<file path="src/rtl/slice_stream_responder_pkg.sv">
// Shared constants, FSM state type and edge-detect helper for the
// slice stream responder and its slice RAM.
package slice_stream_responder_pkg;

  localparam int LINE_W  = 25;     // slice width (5x5 plane)
  localparam int DEPTH   = 64;     // slices per state
  localparam int ADDR_W  = 6;      // log2(DEPTH)
  localparam int TIMEOUT = 31000;  // watchdog limit, DONE_TIMEOUT_EN only

  typedef enum logic [1:0] {
    LOAD   = 2'd0,
    RUN    = 2'd1,
    UNLOAD = 2'd2
  } state_t;

  // Rising edge: high now, low on the previous cycle.
  function automatic logic rise(input logic cur, input logic prev);
    return cur & ~prev;
  endfunction

endpackage

</file>
<file path="src/rtl/slice_stream_responder_ram.sv">
// DEPTH x LINE_W slice storage: one synchronous write port and one
// combinational read port.
module slice_ram
  import slice_stream_responder_pkg::*;
(
  input  logic              clk,
  input  logic              we,
  input  logic [ADDR_W-1:0] waddr,
  input  logic [LINE_W-1:0] wdata,
  input  logic [ADDR_W-1:0] raddr,
  output logic [LINE_W-1:0] rdata
);

  logic [LINE_W-1:0] mem [DEPTH];

  // Write port.
  // NOTE: storage is deliberately not reset; validity is tracked outside the array.
  always_ff @(posedge clk) begin
    if (we) mem[waddr] <= wdata;
  end

  assign rdata = mem[raddr];

endmodule

</file>
<file path="src/rtl/slice_stream_responder.sv">
// Slice stream responder: host loads DEPTH slices, the encoder reads them by
// address and writes results back, and the results stream out over
// valid/ready. Optional watchdog: define DONE_TIMEOUT_EN to add the RUN
// cycle counter and the sticky err_timeout output.
module slice_stream_responder
  import slice_stream_responder_pkg::*;
(
  input  logic              clk,
  input  logic              rst,
  input  logic              ld_valid,
  input  logic [LINE_W-1:0] ld_data,
  output logic              ld_ready,
  output logic              start,
  input  logic              donee,
  input  logic [ADDR_W-1:0] cnt_value,
  output logic [LINE_W-1:0] line_in,
  input  logic              write_enable,
  input  logic [LINE_W-1:0] write_value,
  output logic              ul_valid,
  output logic [LINE_W-1:0] ul_data,
  output logic              ul_last,
  input  logic              ul_ready,
  output logic              busy,
`ifdef DONE_TIMEOUT_EN
  output logic              err_timeout,
`endif
  output logic              err_overflow,
  output logic              err_short
);

  state_t              state, state_nxt;
  logic [ADDR_W-1:0]   ld_ptr;
  logic [ADDR_W:0]     wr_ptr;      // MSB set means all DEPTH slots captured
  logic [ADDR_W-1:0]   rd_ptr;
  logic [DEPTH-1:0]    valid_bits;
  logic                we_q, done_q;

  logic                in_run, load_beat, cap_edge, done_edge;
  logic                cap_take, cap_drop, finish_run, beat;
  logic [ADDR_W:0]     wr_inc;
  logic [ADDR_W-1:0]   ul_addr;
  logic [LINE_W-1:0]   out_rdata, ul_next;

  assign in_run    = (state == RUN);
  assign ld_ready  = (state == LOAD);
  assign start     = in_run;
  assign busy      = (state != LOAD);
  assign load_beat = ld_ready && ld_valid;
  assign cap_edge  = rise(write_enable, we_q);
  assign done_edge = rise(donee, done_q);
  assign cap_take  = in_run && cap_edge && !wr_ptr[ADDR_W];
  assign cap_drop  = in_run && cap_edge &&  wr_ptr[ADDR_W];
  assign wr_inc    = wr_ptr + {{ADDR_W{1'b0}}, cap_take};
  assign beat      = (state == UNLOAD) && ul_valid && ul_ready;

`ifdef DONE_TIMEOUT_EN
  logic [15:0] tmo_cnt;
  logic        tmo_hit;

  assign tmo_hit    = in_run && !done_edge && (tmo_cnt == 16'(TIMEOUT - 1));
  assign finish_run = in_run && (done_edge || tmo_hit);

  // Watchdog counts RUN cycles and restarts from zero on every RUN entry.
  always_ff @(posedge clk or negedge rst) begin
    if (!rst) begin
      tmo_cnt     <= '0;
      err_timeout <= 1'b0;
    end else begin
      tmo_cnt <= in_run ? tmo_cnt + 16'd1 : '0;
      if (tmo_hit) err_timeout <= 1'b1;
    end
  end
`else
  assign finish_run = in_run && done_edge;
`endif

  // Result slot to present next: slot 0 when leaving RUN, else the one after rd_ptr.
  assign ul_addr = in_run ? '0 : rd_ptr + ADDR_W'(1);
  // A capture into slot 0 on the same edge as done must bypass the array.
  assign ul_next = (cap_take && (wr_ptr == '0)) ? write_value
                 : (valid_bits[ul_addr] ? out_rdata : '0);

  slice_ram in_mem (
    .clk   (clk),
    .we    (load_beat),
    .waddr (ld_ptr),
    .wdata (ld_data),
    .raddr (cnt_value),
    .rdata (line_in)
  );

  slice_ram out_mem (
    .clk   (clk),
    .we    (cap_take),
    .waddr (wr_ptr[ADDR_W-1:0]),
    .wdata (write_value),
    .raddr (ul_addr),
    .rdata (out_rdata)
  );

  // State register.
  // NOTE: sequential state uses non-blocking assignments so every register samples pre-edge values.
  always_ff @(posedge clk or negedge rst) begin
    if (!rst) state <= LOAD;
    else      state <= state_nxt;
  end

  // Next-state decode.
  // NOTE: default assigned first so no path leaves state_nxt unassigned (no latch).
  always_comb begin
    state_nxt = state;
    case (state)
      LOAD:    if (load_beat && (ld_ptr == ADDR_W'(DEPTH - 1))) state_nxt = RUN;
      RUN:     if (finish_run)         state_nxt = UNLOAD;
      UNLOAD:  if (beat && ul_last)    state_nxt = LOAD;
      default: state_nxt = LOAD;
    endcase
  end

  // Pointers, capture bookkeeping, registered unload outputs and sticky errors.
  always_ff @(posedge clk or negedge rst) begin
    if (!rst) begin
      ld_ptr       <= '0;
      wr_ptr       <= '0;
      rd_ptr       <= '0;
      valid_bits   <= '0;
      we_q         <= 1'b0;
      done_q       <= 1'b0;
      ul_valid     <= 1'b0;
      ul_data      <= '0;
      ul_last      <= 1'b0;
      err_overflow <= 1'b0;
      err_short    <= 1'b0;
    end else begin
      we_q   <= write_enable;
      done_q <= donee;
      if (load_beat) ld_ptr <= ld_ptr + ADDR_W'(1);
      if (cap_take) begin
        wr_ptr                          <= wr_inc;
        valid_bits[wr_ptr[ADDR_W-1:0]] <= 1'b1;
      end
      if (cap_drop) err_overflow <= 1'b1;
      if (finish_run) begin
        ul_valid <= 1'b1;
        ul_data  <= ul_next;
        ul_last  <= (DEPTH == 1);
        rd_ptr   <= '0;
        if (!wr_inc[ADDR_W]) err_short <= 1'b1;
      end
      if (beat) begin
        if (ul_last) begin
          ul_valid   <= 1'b0;
          ul_data    <= '0;
          ul_last    <= 1'b0;
          wr_ptr     <= '0;
          rd_ptr     <= '0;
          valid_bits <= '0;
          we_q       <= 1'b0;
          done_q     <= 1'b0;
        end else begin
          rd_ptr  <= ul_addr;
          ul_data <= ul_next;
          ul_last <= (ul_addr == ADDR_W'(DEPTH - 1));
        end
      end
    end
  end

endmodule

</file>
<file path="config.mk">
export PLATFORM = sky130hd
export DESIGN_NAME = slice_stream_responder
export DESIGN_NICKNAME = d
export VERILOG_FILES = /design/src/rtl/slice_stream_responder_pkg.sv /design/src/rtl/slice_stream_responder_ram.sv /design/src/rtl/slice_stream_responder.sv
export SDC_FILE = /design/constraint.sdc
export NUM_CORES = 2
export LEC_CHECK = 0
export ABC_AREA = 0
export CAP_MARGIN = 20
export CORE_MARGIN = 1.5
export CORE_UTILIZATION = 53
export DETAILED_ROUTE_END_ITERATION = 12
export HOLD_SLACK_MARGIN = 0.12
export PLACE_DENSITY = 0.72
export SETUP_SLACK_MARGIN = 0.1
export SYNTH_ARGS = -nofsm -noshare
export SYNTH_HDL_FRONTEND = slang
export SYNTH_HIERARCHICAL = 1
export SYNTH_SLANG_ARGS = --single-unit
</file>
<file path="constraint.sdc">
create_clock -name clk -period 4.05 [get_ports clk]
set_clock_uncertainty 0.2 [all_clocks]
set_input_delay 0.405 -clock clk [delete_from_list [all_inputs] [get_ports clk]]
set_output_delay 0.405 -clock clk [all_outputs]
set_load 0.02 [all_outputs]
</file>
**Yosys cells after proc, flatten, opt, wreduce, memory -nomap -nowiden**

Memory sizes are Yosys's and may differ from the RTL's.
Index checks and enable logic that the tools add are counted.
Widths: inputs -> output; s select.

- RAM bits: 3200
- Word-level logic and storage cells: 88
- Output and inout port bits: 57
- Memories kept: 2
- Input port bits: 62
- Register bits: 116

- Reduce and logical (&&, ||, !) cells: 18
- Equality and inequality tests: 7
- Add/subtract/negate cells: 3
- Magnitude comparators: 3
- Bitwise logic cells: 6
- Multiplexer cells: 37

Memory list:

| name | depth | width | read ports | clocked after Yosys merged registers in | wr ports | line | text |
|---|---|---|---|---|---|---|---|
| in_mem.mem | 64 | 25 | 1 | 0 | 1 | slice_stream_responder_ram.sv:14 | `logic [LINE_W-1:0] mem [DEPTH];` |
| out_mem.mem | 64 | 25 | 1 | 0 | 1 | slice_stream_responder_ram.sv:14 |  |

Operators with widths:

| cell | count |
|---|---|
| $mux 64 | 3 |
| $mux 25 | 5 |
| $or 64x64->64 | 1 |
| $mux 6 | 4 |
| $mux 7 | 3 |
| $mux 1 | 16 |
| $lt 6x7->1 const B | 2 |
| $add 6x1->6 const B | 2 |
| $eq 6x6->1 const B | 2 |
| $logic_and 1x1->1 | 11 |
| $add 7x1->7 | 1 |
| $logic_not 7->1 | 1 |
| $bmux 1 s6 | 1 |
| $demux 1 s6 | 1 |
| $ge 6x1->1 const B | 1 |
| $mux 2 | 3 |
| $ne 2x1->1 const B | 3 |
| $pmux 2 s3 | 1 |
| $reduce_bool 2->1 | 2 |
| $not 1->1 | 3 |
| $reduce_and 3->1 | 1 |
| $and 1x1->1 | 2 |
| $eq 2x1->1 const B | 1 |
| $eq 2x2->1 const B | 1 |
| 3 further kinds | 3 |

**Longest topological paths before layout**

- Depth after elaboration: 8
- Depth in mapped cells: 17
- Depth with buffers taken out: 11

**Cells and area by module**

Netlist, hierarchy kept.

Modules (own cells, without submodules):

| module | cells each | area an instance (µm²) | times used | sequential area each (µm²) |
|---|---|---|---|---|
| slice_ram | 2825 | 61997.0 | 2 | 48046.1 |
| slice_stream_responder | 561 | 5715.5 | 1 | 2902.8 |

**Worst setup path before layout**

OpenSTA, ideal clock, no wires.

- Path kind: flip-flop to flip-flop
- From: register state[0]
- To: memory in_mem.mem[48][0], enable pin
- Path buffers: 1
- Library setup time: 438 ps
- Stages on the path, launching flop included: 7
- Path slack: 34 ps
- Required time: 3412 ps
- Arrival time: 3377 ps
- Clock period less this slack: 4016 ps
- Path through: dfrtp_1 or2_2 inv_1 and2_1 clkbuf_1 nand4b_1 nor3_1

- Word-level cells in the longest chain between the ends: 4

Ends and longest elaborated chain:

| what | line | text |
|---|---|---|
| from (decl) | slice_stream_responder.sv:31 | `state_t state, state_nxt;` |
| from (signal assigned) | slice_stream_responder.sv:105 | `else state <= state_nxt;` |
| $logic_not 2->1 | slice_stream_responder.sv:45 | `assign ld_ready = (state == LOAD);` |
| net ld_ready | slice_stream_responder.sv:12 | `output logic ld_ready,` |
| $logic_and 1x1->1 | slice_stream_responder.sv:48 | `assign load_beat = ld_ready && ld_valid;` |
| net load_beat | slice_stream_responder.sv:38 | `logic in_run, load_beat, cap_edge, done_edge;` |
| $mux 1 | slice_stream_responder_ram.sv:19 | `if (we) mem[waddr] <= wdata;` |
| $mux 1 (not written as such) | slice_stream_responder_ram.sv:19 |  |
| to (decl) | slice_stream_responder_ram.sv:14 |  |

The timed path passes the listed nets, and every way through them passes these cells.

**Worst setup path after layout**

- From: memory in_mem.mem[0][4]
- To: output line_in[4]

- Word-level cells in the longest chain between the ends: 1

Ends and longest elaborated chain:

| what | line | text |
|---|---|---|
| $mem_v2 64x25 | -- |  |
| to (decl) | slice_stream_responder.sv:16 | `output logic [LINE_W-1:0] line_in,` |

No other way between the ends.

==> results by stage <==
Outcome:
- The run finished with clean final reports.

Power and ir drop:
- The design draws 81500 uW.
- The ratio of total power to cell area is 545 nW/um2.
- Summed over all cells, the static leakage comes to 0.0485 uW.
- The worst ir drop on vdd is 0.000514 V.

STA:
- For the finished layout, the period the worst path requires is 4.00 ns.
- The timing-limited maximum frequency is 250 MHz.
- The worst path uses 98.7% of the clock period.
- The total count of max-transition violations in the final report is 0.
- The hold violation count in the final report is 0.
- Setup repair after global routing left no endpoint under its margin.
- The transition time at the pin with the least slew margin is 1.16 ns.
- The final total negative setup slack is 0 ns.
- The final number of setup-violating endpoints is 0.
- The worst-case headroom to the max-slew limit is 22.9%.

Clocking:
- CTS built an H-tree with a depth of 5.
- The clock tree from TritonCTS is yes.
- The clock-pin slew reported for the worst setup and hold paths after clock tree synthesis is 0.06 ns.
- In this run the post-CTS setup repair buffer count came out at 0.
- The CTS root buffer is sky130_fd_sc_hd__clkbuf_16.
- The CTS buffer count is 342.
- The clock sink count is 3316.
- The maximum root-to-sink buffer count is 4.
- The clock latency at the later pin of the worst-skew pair is 0.96 ns.

Global routing:
- The total overflow left after global routing is 0.
- The number of global-route vias before repair is 66.3k.
- The first global-routing pass estimated 477000 um of wire.
- The number of antenna violations at the first check in global routing was 18.
- The largest net degree at the start of global routing is 93.
- Global routing consumed, over all layers together, 26.8% of the routing resources.

Floorplan:
- The I/O pin count is 119.
- The floorplan step defined a die boundary enclosing 248000 um2.
- The effective utilization at floorplan is 53.3%.
- After floorplanning, the core was divided into 181 placement rows.
- The placeable core area is 243000 um2.
- In this run the horizontal extent of the chip is 498 um.
- The die extent in y is 498 um.

Placed design:
- Routability-driven placement finished with a final weighted congestion of 0.973.
- Buffers placed on the I/O ports in this run total 118.
- The wire-length estimate of the detail-placed layout is 200000 um.

Worst setup path:
- Broken down by cell family, the worst path's largest delay share belongs to multiplexers.
- The startpoint of the most critical setup path is in_mem/mem[0][4].
- The number of cells on the worst reg-to-reg path is 13.
- By startpoint and endpoint, the worst setup path is classified as flop to output port.
- The critical path required time is 3.44 ns.
- The critical path goes through mux4_2, mux2i_2, nor2_1, o311ai_1, a21oi_1, clkdlybuf4s50_1.
- The nature of the critical path startpoint is a flop.
- Of all nets on the critical path, the largest fanout is 1.
- Following the worst setup path forward leads to its endpoint at line_in[4].
- In this run the critical register-to-register path is captured at ul_data[17].
- The slowest cell on the critical path is sky130_fd_sc_hd__clkdlybuf4s50_1.
- In this design, the stage delay of the slowest critical-path cell is 0.59 ns.
- The cell count along the critical path is 6.
- The arrival time at the worst endpoint is 3.39 ns.
- The startpoint identified for the worst register-to-register timing path is rd_ptr[1].
- In this run the register-to-register setup slack is 0.18 ns.
- The number of buffer and inverter instances along the worst setup path is 1.
- The type of element capturing the critical path is an output port.

Final layout:
- After filler insertion, the fill cell instance count of the layout stands at 16.2k.
- Relative to the synthesized area, the layout overhead comes to 15.3%.
- In the final layout, the share of cells above drive strength 1 is 29.8%.
- Summing all multi-input logic gate instances after layout gives 28600 um2.
- The post-layout net count is 6921.
- Across the whole layout, storage elements account for 99000 um2.

Worst hold path:
- The path category of the worst min-delay check is primary input to flop.

Logic synthesis:
- The number of distinct standard cells referenced by the synthesized netlist is 73.
- The synthesized design contains 3316 register bits.
- The synthesized area is 130000 um2.
- The sequential share of the synthesized area is 76.3%.
- Synthesis produced 6211 cells.
- The total number of yosys warnings is 6.
- The number of nets handed over by synthesis was 6277.
- In the synthesized netlist the async set-or-reset flop fraction comes to 3.50%.
- The top flip-flop cell by instance count after synthesis is sky130_fd_sc_hd__edfxtp_1.
- The number of synthesized flops with an enable pin is 3200.
- The post-synthesis average cell area is 20.9 um2.

Detailed routing:
- The post-detailed-route wirelength per cell is 32.3 um.
- The initial detailed-routing violation count is 9318.
- The number of nets with antenna violations after detailed routing is 0.
- The pre-antenna-repair detailed-routing pass consisted of 7 iterations.
- The post-detailed-route via-to-cell ratio is 6.49.
- Across all layers, the routed design uses 67.0k vias.
- The final layout contains routed wiring with a total length of 333000 um.
- The post-detailed-route DRC marker count is 0.

Run:
- Max-cap violations in this run came to 0.
[area by class of cell]
class                      count  share of cell area (%)
clock inverter               169                    1.07
tap                         3202                    2.68
timing repair buffer         674                    4.77
clock buffer                 428                    6.08
antenna                        6                  0.0100
sequential                  3316                    66.2
inverter                       9                  0.0343
multi-input combinational   2512                    19.2
[worst register-to-register path, delay by kind of cell, from the launching register on]
family / cells / cell delay, ns
AOI/OAI and AO/OA: 5 / 1.55
buffers and inverters: 3 / 0.67
and+or+nand+nor: 2 / 0.24
muxes: 2 / 0.46
DFF: 1 / 0.43
adders and majority gates: 1 / 0.26
[kinds of logic (layout without fill, tap and decap cells)]
family	count (synthesis)	after routing	synth area share, %
buf+inv	383	1280	2.02
other cells	0	6	0
xor+xnor	12	12	0.0810
flops	3316	3316	76.3
mux	1152	1152	15.2
simple gates	595	595	2.37
compound gates	749	749	3.94
fa+ha+maj	4	4	0.0386
[state kept, by name (all words and copies together) (netlist names)]
name          count
in_mem/mem     1600
out_mem/mem    1600
valid_bits       64
ul_data          25
wr_ptr            7
ld_ptr            6
rd_ptr            6
state             2
done_q            1
err_overflow      1
err_short         1
ul_last           1
ul_valid          1
we_q              1
[how the worst min path moves through the flow]
stage	startpoint	end	slack, ns	depth (start not counted)
2_1_floorplan	rst	done_q	-0.09	0
3_3_place_gp	valid_bits[18]	valid_bits[18]	0.27	2
5_1_grt	ld_data[9]	in_mem/mem[62][9]	0.12	2
3_5_place_dp	valid_bits[37]	valid_bits[37]	0.28	2
4_1_cts	write_value[5]	out_mem/mem[21][5]	0.12	1
6_report	ld_data[9]	in_mem/mem[62][9]	0.14	2
[where the power goes]
part           internal (uW)  switching (uW)  total [uW]
clock network          17700           12600       30300
logic                   5150            7570       12700
registers              38000             420       38400
[per-layer routing]
layer  share of wire [%]  GRT usage (%)
met5               0.017              0
met4                 5.3           13.1
met2                  47           41.6
met1                  37           36.2
met3                  11           5.83
[cells in the mapped netlist, drive strengths merged, types with 100 or more instances]
master	number	area share [%]
buf	249	1.6
clkbuf	125	0.36
a21oi	110	0.43
o22ai	195	0.94
nor2	262	0.76
dfrtp	116	2.2
edfxtp	3200	74
a22oi	100	0.66
o21ai	105	0.41
mux4	627	11
mux2	259	2.2
mux2i	266	2.1
[through the flow]
stage                     instances  hold slack (ns)  util (%)  setup WS (ns)  instance area, um2
final                         10300            0.141      61.5         0.0524              150000
after global routing          10300            0.124      61.5          0.102              150000
after CTS                     10300            0.120      61.4         0.0431              149000
after detailed placement       9651            0.282      56.7         -0.239              138000
after global placement         9648            0.269      56.7         -0.147              138000
after floorplan                6211          -0.0906         -          0.139              130000
[timing repair]
action                                 in CTS  in global routing
hold buffers                               54                  1
endpoints found under the hold margin    1880                 56
gates resized for setup                    17                 16
setup endpoints to repair                  15                 12
[layout by cell type (no fill, tap or decap), types with 42 or more instances in the layout]
cell / Yosys / routed
sky130_fd_sc_hd__buf_4: 39 / 354
sky130_fd_sc_hd__nor2b_1: 54 / 52
sky130_fd_sc_hd__clkinv_1: 0 / 64
sky130_fd_sc_hd__nor3_1: 57 / 51
sky130_fd_sc_hd__o22ai_1: 195 / 195
sky130_fd_sc_hd__edfxtp_1: 3200 / 3200
sky130_fd_sc_hd__a22oi_1: 80 / 80
sky130_fd_sc_hd__nor2_1: 262 / 134
sky130_fd_sc_hd__dlygate4sd3_1: 0 / 54
sky130_fd_sc_hd__buf_12: 19 / 147
sky130_fd_sc_hd__o211ai_1: 42 / 42
sky130_fd_sc_hd__nand2_1: 43 / 42
sky130_fd_sc_hd__mux4_2: 609 / 609
sky130_fd_sc_hd__mux2_2: 259 / 259
sky130_fd_sc_hd__clkinv_2: 0 / 60
sky130_fd_sc_hd__mux2i_1: 266 / 255
sky130_fd_sc_hd__nor2_2: 0 / 125
sky130_fd_sc_hd__a21oi_1: 109 / 109
sky130_fd_sc_hd__clkdlybuf4s50_1: 0 / 60
sky130_fd_sc_hd__buf_2: 99 / 52
sky130_fd_sc_hd__clkbuf_1: 125 / 73
sky130_fd_sc_hd__dfrtp_1: 116 / 116
sky130_fd_sc_hd__clkbuf_16: 0 / 349
sky130_fd_sc_hd__o21ai_0: 80 / 77
Power figures use the tool's default switching activity.
